[src/rtl/rng_pkg.sv]
// Shared LFSR definitions for the random-number scheduler: polynomial, word type,
// single/multi-step next-state functions and the scheduler state encoding.
package rng_pkg;

  localparam int          RNG_W    = 16;
  localparam logic [15:0] RNG_POLY = 16'h01EE;

  typedef logic [RNG_W-1:0] rng_word_t;

  typedef enum logic {WARMUP, SERVE} rng_state_e;

  // Galois right-shift step; a nonzero state never maps to zero.
  function automatic rng_word_t rng_step(rng_word_t v);
    return {v[0], v[15:1]} ^ ({16{v[0]}} & RNG_POLY);
  endfunction

  // n steps (n <= 4) unrolled into one combinational cone.
  function automatic rng_word_t rng_step_n(rng_word_t v, int n);
    rng_word_t r;
    r = v;
    for (int i = 0; i < 4; i++)
      if (i < n) r = rng_step(r);
    return r;
  endfunction

endpackage

[src/rtl/rng_sched_if.sv]
// Requester-side bus of the shared LFSR: level requests in, one-hot grant plus
// random word out, and the reseed strobe.
interface rng_sched_if #(
  parameter int NREQ  = 4,
  parameter int WIDTH = 16
);
  logic [NREQ-1:0]  req;
  logic [NREQ-1:0]  gnt;
  logic [WIDTH-1:0] rnd;
  logic             busy;
  logic             seed_load;
  logic [WIDTH-1:0] seed_in;

  modport master (output req, seed_load, seed_in, input gnt, rnd, busy);
  modport slave  (input req, seed_load, seed_in, output gnt, rnd, busy);
endinterface

[src/rtl/rr_arbiter.sv]
// Combinational round-robin arbiter: first set request at or after ptr (wrapping),
// one-hot grant and the pointer value just past the winner.
module rr_arbiter #(
  parameter  int N  = 4,
  localparam int PW = (N > 1) ? $clog2(N) : 1
) (
  input  logic [N-1:0]  req,
  input  logic [PW-1:0] ptr,
  output logic [N-1:0]  gnt,
  output logic [PW-1:0] nxt_ptr,
  output logic          any
);

  logic [PW-1:0] idx;

  always_comb begin
    gnt     = '0;
    nxt_ptr = ptr;
    any     = 1'b0;
    idx     = '0;
    for (int k = 0; k < N; k++) begin
      idx = PW'((int'(ptr) + k) % N);
      if (!any && req[idx]) begin
        any      = 1'b1;
        gnt[idx] = 1'b1;
        nxt_ptr  = PW'((int'(idx) + 1) % N);
      end
    end
  end

endmodule

[src/rtl/rng_sched.sv]
// One 16-bit Galois LFSR shared by NREQ requesters through a round-robin arbiter,
// with a warm-up sequencer after reset. Reseeding is built only with RNG_SCHED_RESEED_EN.
module rng_sched
  import rng_pkg::*;
#(
  parameter int          NREQ   = 4,
  parameter int          WIDTH  = 16,
  parameter logic [15:0] SEED   = 16'hdead,
  parameter int          WARMUP = 32,
  parameter int          STRIDE = 1
) (
  input logic        clk,
  input logic        rst_n,
  rng_sched_if.slave bus
);

  localparam int              PW       = (NREQ > 1) ? $clog2(NREQ) : 1;
  localparam int              CW       = (WARMUP > 1) ? $clog2(WARMUP) : 1;
  localparam logic [CW-1:0]   CNT_INIT = CW'((WARMUP > 0) ? WARMUP - 1 : 0);
  localparam rng_state_e      ST_INIT  = (WARMUP != 0) ? rng_pkg::WARMUP : rng_pkg::SERVE;

  if (WIDTH != RNG_W) begin : g_bad_width
    $error("rng_sched: WIDTH must be 16");
  end
  if (NREQ < 2 || NREQ > 16) begin : g_bad_nreq
    $error("rng_sched: NREQ must be 2..16");
  end
  if (STRIDE < 1 || STRIDE > 4) begin : g_bad_stride
    $error("rng_sched: STRIDE must be 1..4");
  end
  if (SEED == 16'h0) begin : g_bad_seed
    $error("rng_sched: SEED must be nonzero");
  end

  rng_state_e      state_q, state_d;
  logic [CW-1:0]   cnt_q, cnt_d;
  rng_word_t       lfsr_q, lfsr_d;
  rng_word_t       rnd_q, rnd_d;
  logic [NREQ-1:0] gnt_q, gnt_d;
  logic [PW-1:0]   ptr_q, ptr_d;

  logic [NREQ-1:0] req_eff, arb_gnt;
  logic [PW-1:0]   arb_ptr;
  logic            arb_any;

  // The requester still sees its own grant this cycle; don't serve it twice.
  assign req_eff = bus.req & ~gnt_q;

  rr_arbiter #(.N(NREQ)) u_arb (
    .req     (req_eff),
    .ptr     (ptr_q),
    .gnt     (arb_gnt),
    .nxt_ptr (arb_ptr),
    .any     (arb_any)
  );

  always_comb begin
    state_d = state_q;
    cnt_d   = cnt_q;
    lfsr_d  = lfsr_q;
    gnt_d   = '0;
    rnd_d   = rnd_q;
    ptr_d   = ptr_q;
    case (state_q)
      rng_pkg::WARMUP: begin
        lfsr_d = rng_step(lfsr_q);
        if (cnt_q == '0) state_d = rng_pkg::SERVE;
        else             cnt_d   = cnt_q - CW'(1);
      end
      rng_pkg::SERVE: begin
        if (arb_any) begin
          gnt_d  = arb_gnt;
          rnd_d  = lfsr_q;
          lfsr_d = rng_step_n(lfsr_q, STRIDE);
          ptr_d  = arb_ptr;
        end
      end
      default: state_d = ST_INIT;
    endcase
`ifdef RNG_SCHED_RESEED_EN
    // Reseed wins over everything; a zero seed would lock the LFSR, so fall back.
    if (bus.seed_load) begin
      lfsr_d  = (bus.seed_in == '0) ? SEED : bus.seed_in;
      gnt_d   = '0;
      rnd_d   = rnd_q;
      ptr_d   = ptr_q;
      state_d = ST_INIT;
      cnt_d   = CNT_INIT;
    end
`endif
  end

`ifndef RNG_SCHED_RESEED_EN
  logic unused_seed;
  assign unused_seed = ^{bus.seed_load, bus.seed_in};
`endif

  always_ff @(posedge clk or negedge rst_n) begin
    if (!rst_n) begin
      state_q <= ST_INIT;
      cnt_q   <= CNT_INIT;
      lfsr_q  <= SEED;
      rnd_q   <= '0;
      gnt_q   <= '0;
      ptr_q   <= '0;
    end else begin
      state_q <= state_d;
      cnt_q   <= cnt_d;
      lfsr_q  <= lfsr_d;
      rnd_q   <= rnd_d;
      gnt_q   <= gnt_d;
      ptr_q   <= ptr_d;
    end
  end

  assign bus.gnt  = gnt_q;
  assign bus.rnd  = rnd_q;
  assign bus.busy = (state_q == rng_pkg::WARMUP);

endmodule

[src/flat_wrapper.sv]
// flat-port wrapper written by rule: the top's interface ports become plain ports
module rng_sched_flat import rng_pkg::*;
#(
  parameter int          NREQ   = 4,
  parameter int          WIDTH  = 16,
  parameter logic [15:0] SEED   = 16'hdead,
  parameter int          WARMUP = 32,
  parameter int          STRIDE = 1
)
  (clk, rst_n, bus_req, bus_seed_load, bus_seed_in, bus_gnt, bus_rnd, bus_busy);
  rng_sched_if #(.NREQ(NREQ), .WIDTH(WIDTH)) bus_i ();
  input logic clk;
  input logic rst_n;
  input wire logic [$bits(bus_i.req)-1:0] bus_req;
  input wire logic [$bits(bus_i.seed_load)-1:0] bus_seed_load;
  input wire logic [$bits(bus_i.seed_in)-1:0] bus_seed_in;
  output wire logic [$bits(bus_i.gnt)-1:0] bus_gnt;
  output wire logic [$bits(bus_i.rnd)-1:0] bus_rnd;
  output wire logic [$bits(bus_i.busy)-1:0] bus_busy;
  assign bus_i.req = bus_req;
  assign bus_i.seed_load = bus_seed_load;
  assign bus_i.seed_in = bus_seed_in;
  assign bus_gnt = bus_i.gnt;
  assign bus_rnd = bus_i.rnd;
  assign bus_busy = bus_i.busy;
  rng_sched #(.NREQ(NREQ), .WIDTH(WIDTH), .SEED(SEED), .WARMUP(WARMUP), .STRIDE(STRIDE)) u_core (.clk(clk), .rst_n(rst_n), .bus(bus_i));
endmodule
[config.mk]
export PLATFORM = sky130hd
export DESIGN_NAME = rng_sched_flat
export DESIGN_NICKNAME = d
export VERILOG_FILES = /design/src/rtl/rng_pkg.sv /design/src/rtl/rng_sched_if.sv /design/src/rtl/rr_arbiter.sv /design/src/rtl/rng_sched.sv /design/src/flat_wrapper.sv
export SDC_FILE = /design/constraint.sdc
export NUM_CORES = 1
export LEC_CHECK = 0
export ABC_AREA = 1
export CORE_UTILIZATION = 45
export CTS_BUF_LIST = sky130_fd_sc_hd__clkbuf_4 sky130_fd_sc_hd__clkbuf_8
export CTS_CLUSTER_SIZE = 28
export DETAILED_ROUTE_END_ITERATION = 6
export PLACE_DENSITY = 0.71
export SLEW_MARGIN = 20
export SYNTH_ARGS = -nofsm -noshare
export SYNTH_HDL_FRONTEND = slang
export SYNTH_SLANG_ARGS = --single-unit
[constraint.sdc]
create_clock -name clk -period 5 [get_ports clk]
set_input_delay 1.5 -clock clk [delete_from_list [all_inputs] [get_ports clk]]
set_output_delay 1.5 -clock clk [all_outputs]
set_load 0.01 [all_outputs]
======== After elaboration in Yosys (flattened, before gate mapping) ========
Cells that the tools add are included.
storage, ports and cells
  output and inout bits ................... 21
  logic and storage cells ................. 79
  register bits after elaboration ......... 44
cells by class
  equal/unequal tests ..................... 1
  muxes and demuxes ....................... 34
  bitwise operators ....................... 8
  reduce and logical (&&, ||, !) cells .... 15
  $add $sub $neg .......................... 7
  order comparisons ....................... 8
operators with widths
  operator                                                            number
  case mux 16 bit (2 select lines)                                    1
  two-way mux 4 bit                                                   6
  two-way mux 16 bit                                                  1
  XOR 16 x 9 -> 16 bit                                                1
  two-way mux 1 bit                                                   14
  less-than comparator 2 x 3 -> 1 bit (second input constant)         4
  bitwise OR 4 bit                                                    3
  adder 2 x 1 -> 2 bit (second input constant)                        4
  binary-select mux 1 bit (select 2 bit)                              4
  demux 1 bit (select 2 bit)                                          4
  greater-or-equal comparator 2 x 1 -> 1 bit (second input constant)  4
  two-way mux 2 bit                                                   4
  logical AND 1 bit                                                   7
  logical NOT 5 bit                                                   1
  subtractor 5 x 1 -> 5 bit (second input constant)                   1
  adder 2 bit (second input constant)                                 2
  bitwise AND 4 bit                                                   1
  inverter 4 bit                                                      1
  AND reduction 2 bit                                                 2
  nonzero test 4 bit                                                  1
  logical NOT 1 bit                                                   3
  AND reduction 3 bit                                                 1
  != test 2 bit (second input constant)                               1
  inverter 1 bit                                                      2

======== Depth between registers and ports, before layout ========
  word-level depth ........................ 16
  depth in mapped cells ................... 12
  mapped depth without buffers ............ 12

======== Cells and area by module ========
From an unflattened synthesis, not the netlist that was laid out.
second synthesis, totals
  cells, all modules ...................... 286
  area total of the unflattened synthesis .. 2,396.0 um^2
modules (own cells, without submodules)
  module      instances  cells an instance  area each (um^2)  sequential area each (um^2)
  rng_sched   1          210                1,919.3           1,121.1
  rr_arbiter  1          76                 476.7             0.0

======== Least setup slack after synthesis ========
No wires, ideal clock.
  path kind ............................... input to register
  from .................................... input port bus_req[1]
  to ...................................... register u_core.lfsr_q[13]
  buffers on the path ..................... 2
  library setup time ...................... 0.121 ns
  path slack .............................. 2.428 ns
  stages .................................. 10
  data arrival time ....................... 2.452 ns
  cells stage by stage .................... nand3_1 nand3_2 nand2_4 nand3_4 nor2_4 nand2_2 buf_6 buf_6 nand2_1 o21ai_1
between the ends
  cells in the longest elaborated chain, start to end .. 14
  elaborated cells between the ends (all ways) .. 20
  classes of those cells .................. eq/ne: 1; mux: 12; bitwise: 1; reduce/logical: 6
RTL lines
  item                                     line                RTL
  start: declaration                       flat_wrapper.sv:14  input wire logic [$bits(bus_i.req)-1:0] bus_req;
  bitwise AND 4 bit (*)                    rng_sched.sv:47     assign req_eff = bus.req & ~gnt_q;
  binary-select mux 1 bit (select 2 bit)   rr_arbiter.sv:23    if (!any && req[idx]) begin
  two-way mux 1 bit (not written as such)  rr_arbiter.sv:23
  two-way mux 1 bit                        rr_arbiter.sv:23
  logical NOT 1 bit                        rr_arbiter.sv:23
  logical AND 1 bit                        rr_arbiter.sv:23
  two-way mux 1 bit                        rr_arbiter.sv:23
  logical NOT 1 bit                        rr_arbiter.sv:23
  logical AND 1 bit                        rr_arbiter.sv:23
  two-way mux 1 bit                        rr_arbiter.sv:23
  logical NOT 1 bit                        rr_arbiter.sv:23
  logical AND 1 bit                        rr_arbiter.sv:23
  two-way mux 1 bit (*)                    rr_arbiter.sv:23
  != test 2 bit (no source line) (*)       n/a
  end signal: assignment                   rng_sched.sv:109    lfsr_q <= lfsr_d;
  end: declaration                         rng_sched.sv:37     rng_word_t lfsr_q, lfsr_d;
Every way passes the cells marked *; elsewhere a longest branch is shown, timed or not. The select of a mux whose other input is x is not followed.
A chain may end at the register's enable or synchronous reset.

======== Worst setup path in the final report ========
  from .................................... input port bus_req[1]
  to ...................................... register u_core.lfsr_q[4]
The elaborated chain is that of the path after synthesis.

==> flow_metrics.tcl <==
set metrics [dict create \
    overflow 0 \
    status "complete, no violations" \
    cts_tree "yes" \
    firstDrtPassIters 4 \
    ys_seq_area_share_pct 49.8 \
    min_period_ns 3.08 \
    worst_pin_slew_ns 0.953 \
    cts.sinks 44 \
    busiest_layer "met2" \
    via_count 1746 \
    relSlewSlack_pct 36.4 \
    vias_per_cell 4.97 \
    start_util_pct 47.3 \
    crit_required_ns 5.18 \
    intPower_mw 1.15 \
    cp.arrival_ns 3.26 \
    first_global_vias 1562 \
    seq_power_share_pct 33.0 \
    syn_area_um2 2250 \
    critPathSlowestCell "clkdlybuf4s50_1" \
    whs_ns 0.477 \
    use_met2_pct 26.6 \
    combinationalPowerShare_pct 50.6 \
    die_y_um 72.7 \
    routed_wl_mm 4.03 \
    p_switching_mw 0.832 \
    fillCellCount 439 \
    hold_path_class "reg -> reg" \
    setup_violations 0 \
    grt_max_degree 45 \
    grt_use_met1_pct 22.1 \
    dr.first_iter.drc_count 117 \
    critPathBufInv 2 \
    leakage_nw 1.28 \
    drv_cap 0 \
    fp.dieArea_um2 5290 \
    drc_errors 0 \
    port_buffers 26 \
    grt_pass1_wl_mm 6.84 \
    hpwlAfterDp_mm 2.73 \
    track_usage_pct 16.9 \
    fin_crit_sh_pct 61.6 \
    worst_setup_path_end_kind "flop" \
    ys_warn_count 0 \
    synthTopCellsByArea "dfrtp_1 31%, dfstp_2 19%, nand2_1 11%" \
    dp_cells 343 \
    clockRootBuffer "clkbuf_8" \
    ctsLongestPathBuffers 2 \
    multi_input_area_um2 956 \
    layout.cells.non_filler 351 \
    p_sw_share_pct 42.0 \
    fp.dieW_um 72.7 \
    insertion_delay_ns 0.30 \
    clkTransAtPathRegs_ns 0.08 \
    ys_ff_latch 44 \
    hold_buffers 0 \
    mostFrequentLayoutCells "65 x nand2_1, 28 x dfrtp_1, 27 x inv_1, 25 x clkdlybuf4s50_1, 20 x nor2_1" \
    cp_max_fo 29 \
    drive_gt1_share_pct 14.4 \
    yosysUniqueCellTypes 24 \
    syn_area_per_cell_um2 8.76 \
    fmax_mhz 325 \
    criticalPathCategory "in -> reg" \
    ff_latch_area_um2 1120 \
    worstPathCellList "clkdlybuf4s50_1 -> nand3_1 -> nand3_1 -> nand2_1 -> nand3_4 -> nor2_4 -> nand2_2 -> inv_1 -> nand2_1 -> o21ai_0" \
    hold_viol_final 0 \
    syn_nets 290 \
    cts_buffers 5 \
    pin_count 44 \
    yosysTopAreaCell "dfrtp_1" \
    ant_nets 0 \
    grt_use_met3_pct 4.14 \
    setup_tns_ns 0 \
    powerDensity_nw_per_um2 744 \
    area_growth_pct 18.2 \
    rsz0062_at_grt "false" \
    slew_viol_final 0 \
    postCtsSetupBuffers 0 \
    core_um2 4750 \
    cts_resized 0 \
    yosysTopAreaCellShare_pct 31.1 \
    mostFrequentLayoutCell "nand2_1" \
    wl_per_cell_um 11.5 \
    fin_skew_ns 0.0103 \
    finish.net_count 316 \
    clkPwrFrac_pct 16.4 \
    antenna_found_initial 0 \
    cpPeakStageDelay_ns 0.48 \
    syn_inst 257 \
    gp_congestion 0.920 \
    num_rows 25 \
    ir_drop_v 0.000325 \
    cp-start-kind "primary input" \
    antenna_cells 0 \
    path_delay_family "simple AND/OR/NAND/NOR gates" \
    htreeDepth 2 \
]
==> logic make-up (layout without fill, tap and decap cells) <==
family          Yosys count  count (layout)  share of synthesized area, %
xor+xnor                  7               7                          2.72
buf+inv                  36              63                          7.73
compound gates           45              45                          10.8
simple gates            115             115                          23.3
fa+ha+maj                10              10                          5.56
flops                    44              44                          49.8
==> per-layer routing <==
layer	up-vias	wire length (um)
li1	872	-
met5	-	0
met1	825	1960
met3	10	150
met2	39	1820
met4	0	100
==> Yosys cell counts <==
cell,instances
nand3_4,1
inv_1,27
nand3_1,18
nor4_1,2
nor2_4,2
ha_1,10
nand2_1,65
dfrtp_1,28
nand2_2,2
a21boi_0,1
o21ai_2,4
a21oi_1,6
xor2_1,7
nand3_2,4
nand2_4,1
a31oi_1,1
inv_2,2
nor2_1,20
buf_1,1
o21ai_1,17
buf_2,1
dfstp_2,16
o21ai_0,16
buf_6,5
==> metrics by stage <==
stage / utilization, % / instance area [um^2] / power (mW) / setup WS [ns]
global placement: 53.1 / 2520 / 1.63 / 1.66
floorplan: - / 2250 / 1.41 / 2.43
finish: 56.0 / 2660 / 1.98 / 1.92
detailed placement: 53.1 / 2520 / 1.66 / 1.62
CTS: 56.0 / 2660 / 2.00 / 1.92
global route: 56.0 / 2660 / 2.16 / 1.70
==> final cells by class <==
cell class	count	share of cell area, %
Timing Repair Buffer	26	9.59
Inverter	29	4.09
Tap cell	67	3.15
Clock buffer	6	2.87
Sequential cell	44	42.1
Multi-Input combinational cell	177	35.9
Clock inverter	2	2.26
==> flip-flops by register name (all words and copies together), names as in the netlist <==
name,cells
u_core.ptr_q,2
u_core.state_q,1
u_core.lfsr_q,16
u_core.bus.gnt,4
u_core.cnt_q,5
u_core.bus.rnd,16
==> worst register-to-register path: cells and delay by family (launching register included) <==
kind	cells	cell delay (ns)
adders and majority gates	1	0.41
AOI/OAI and AO/OA	1	0.07
buffers and inverters	3	0.58
and+or+nand+nor	6	0.81
DFF	1	0.56
==> path summary, 6_finish.rpt <==
kind	start	to	slack (ns)	depth (start not counted)
max	bus_req[1]	u_core.lfsr_q[4]	1.92	10
min	u_core.lfsr_q[15]	u_core.lfsr_q[14]	0.48	2
max reg2reg	u_core.ptr_q[1]	u_core.lfsr_q[9]	2.48	11
min reg2reg	u_core.lfsr_q[15]	u_core.lfsr_q[14]	0.48	2
max in group asynchronous	rst_n	u_core.lfsr_q[13]	3.05	1
min in group asynchronous	rst_n	u_core.bus.rnd[7]	1.34	1
==> power groups by stage <==
stage | combinational, mW | sequential, mW | clock (mW)
final | 1.00 | 0.655 | 0.325
after global placement | 0.976 | 0.658 | 0
after global routing | 1.14 | 0.675 | 0.351
after floorplan | 0.747 | 0.667 | 0
after detailed placement | 1.00 | 0.660 | 0
after CTS | 1.01 | 0.655 | 0.336
(Power assumes the default switching activity.)
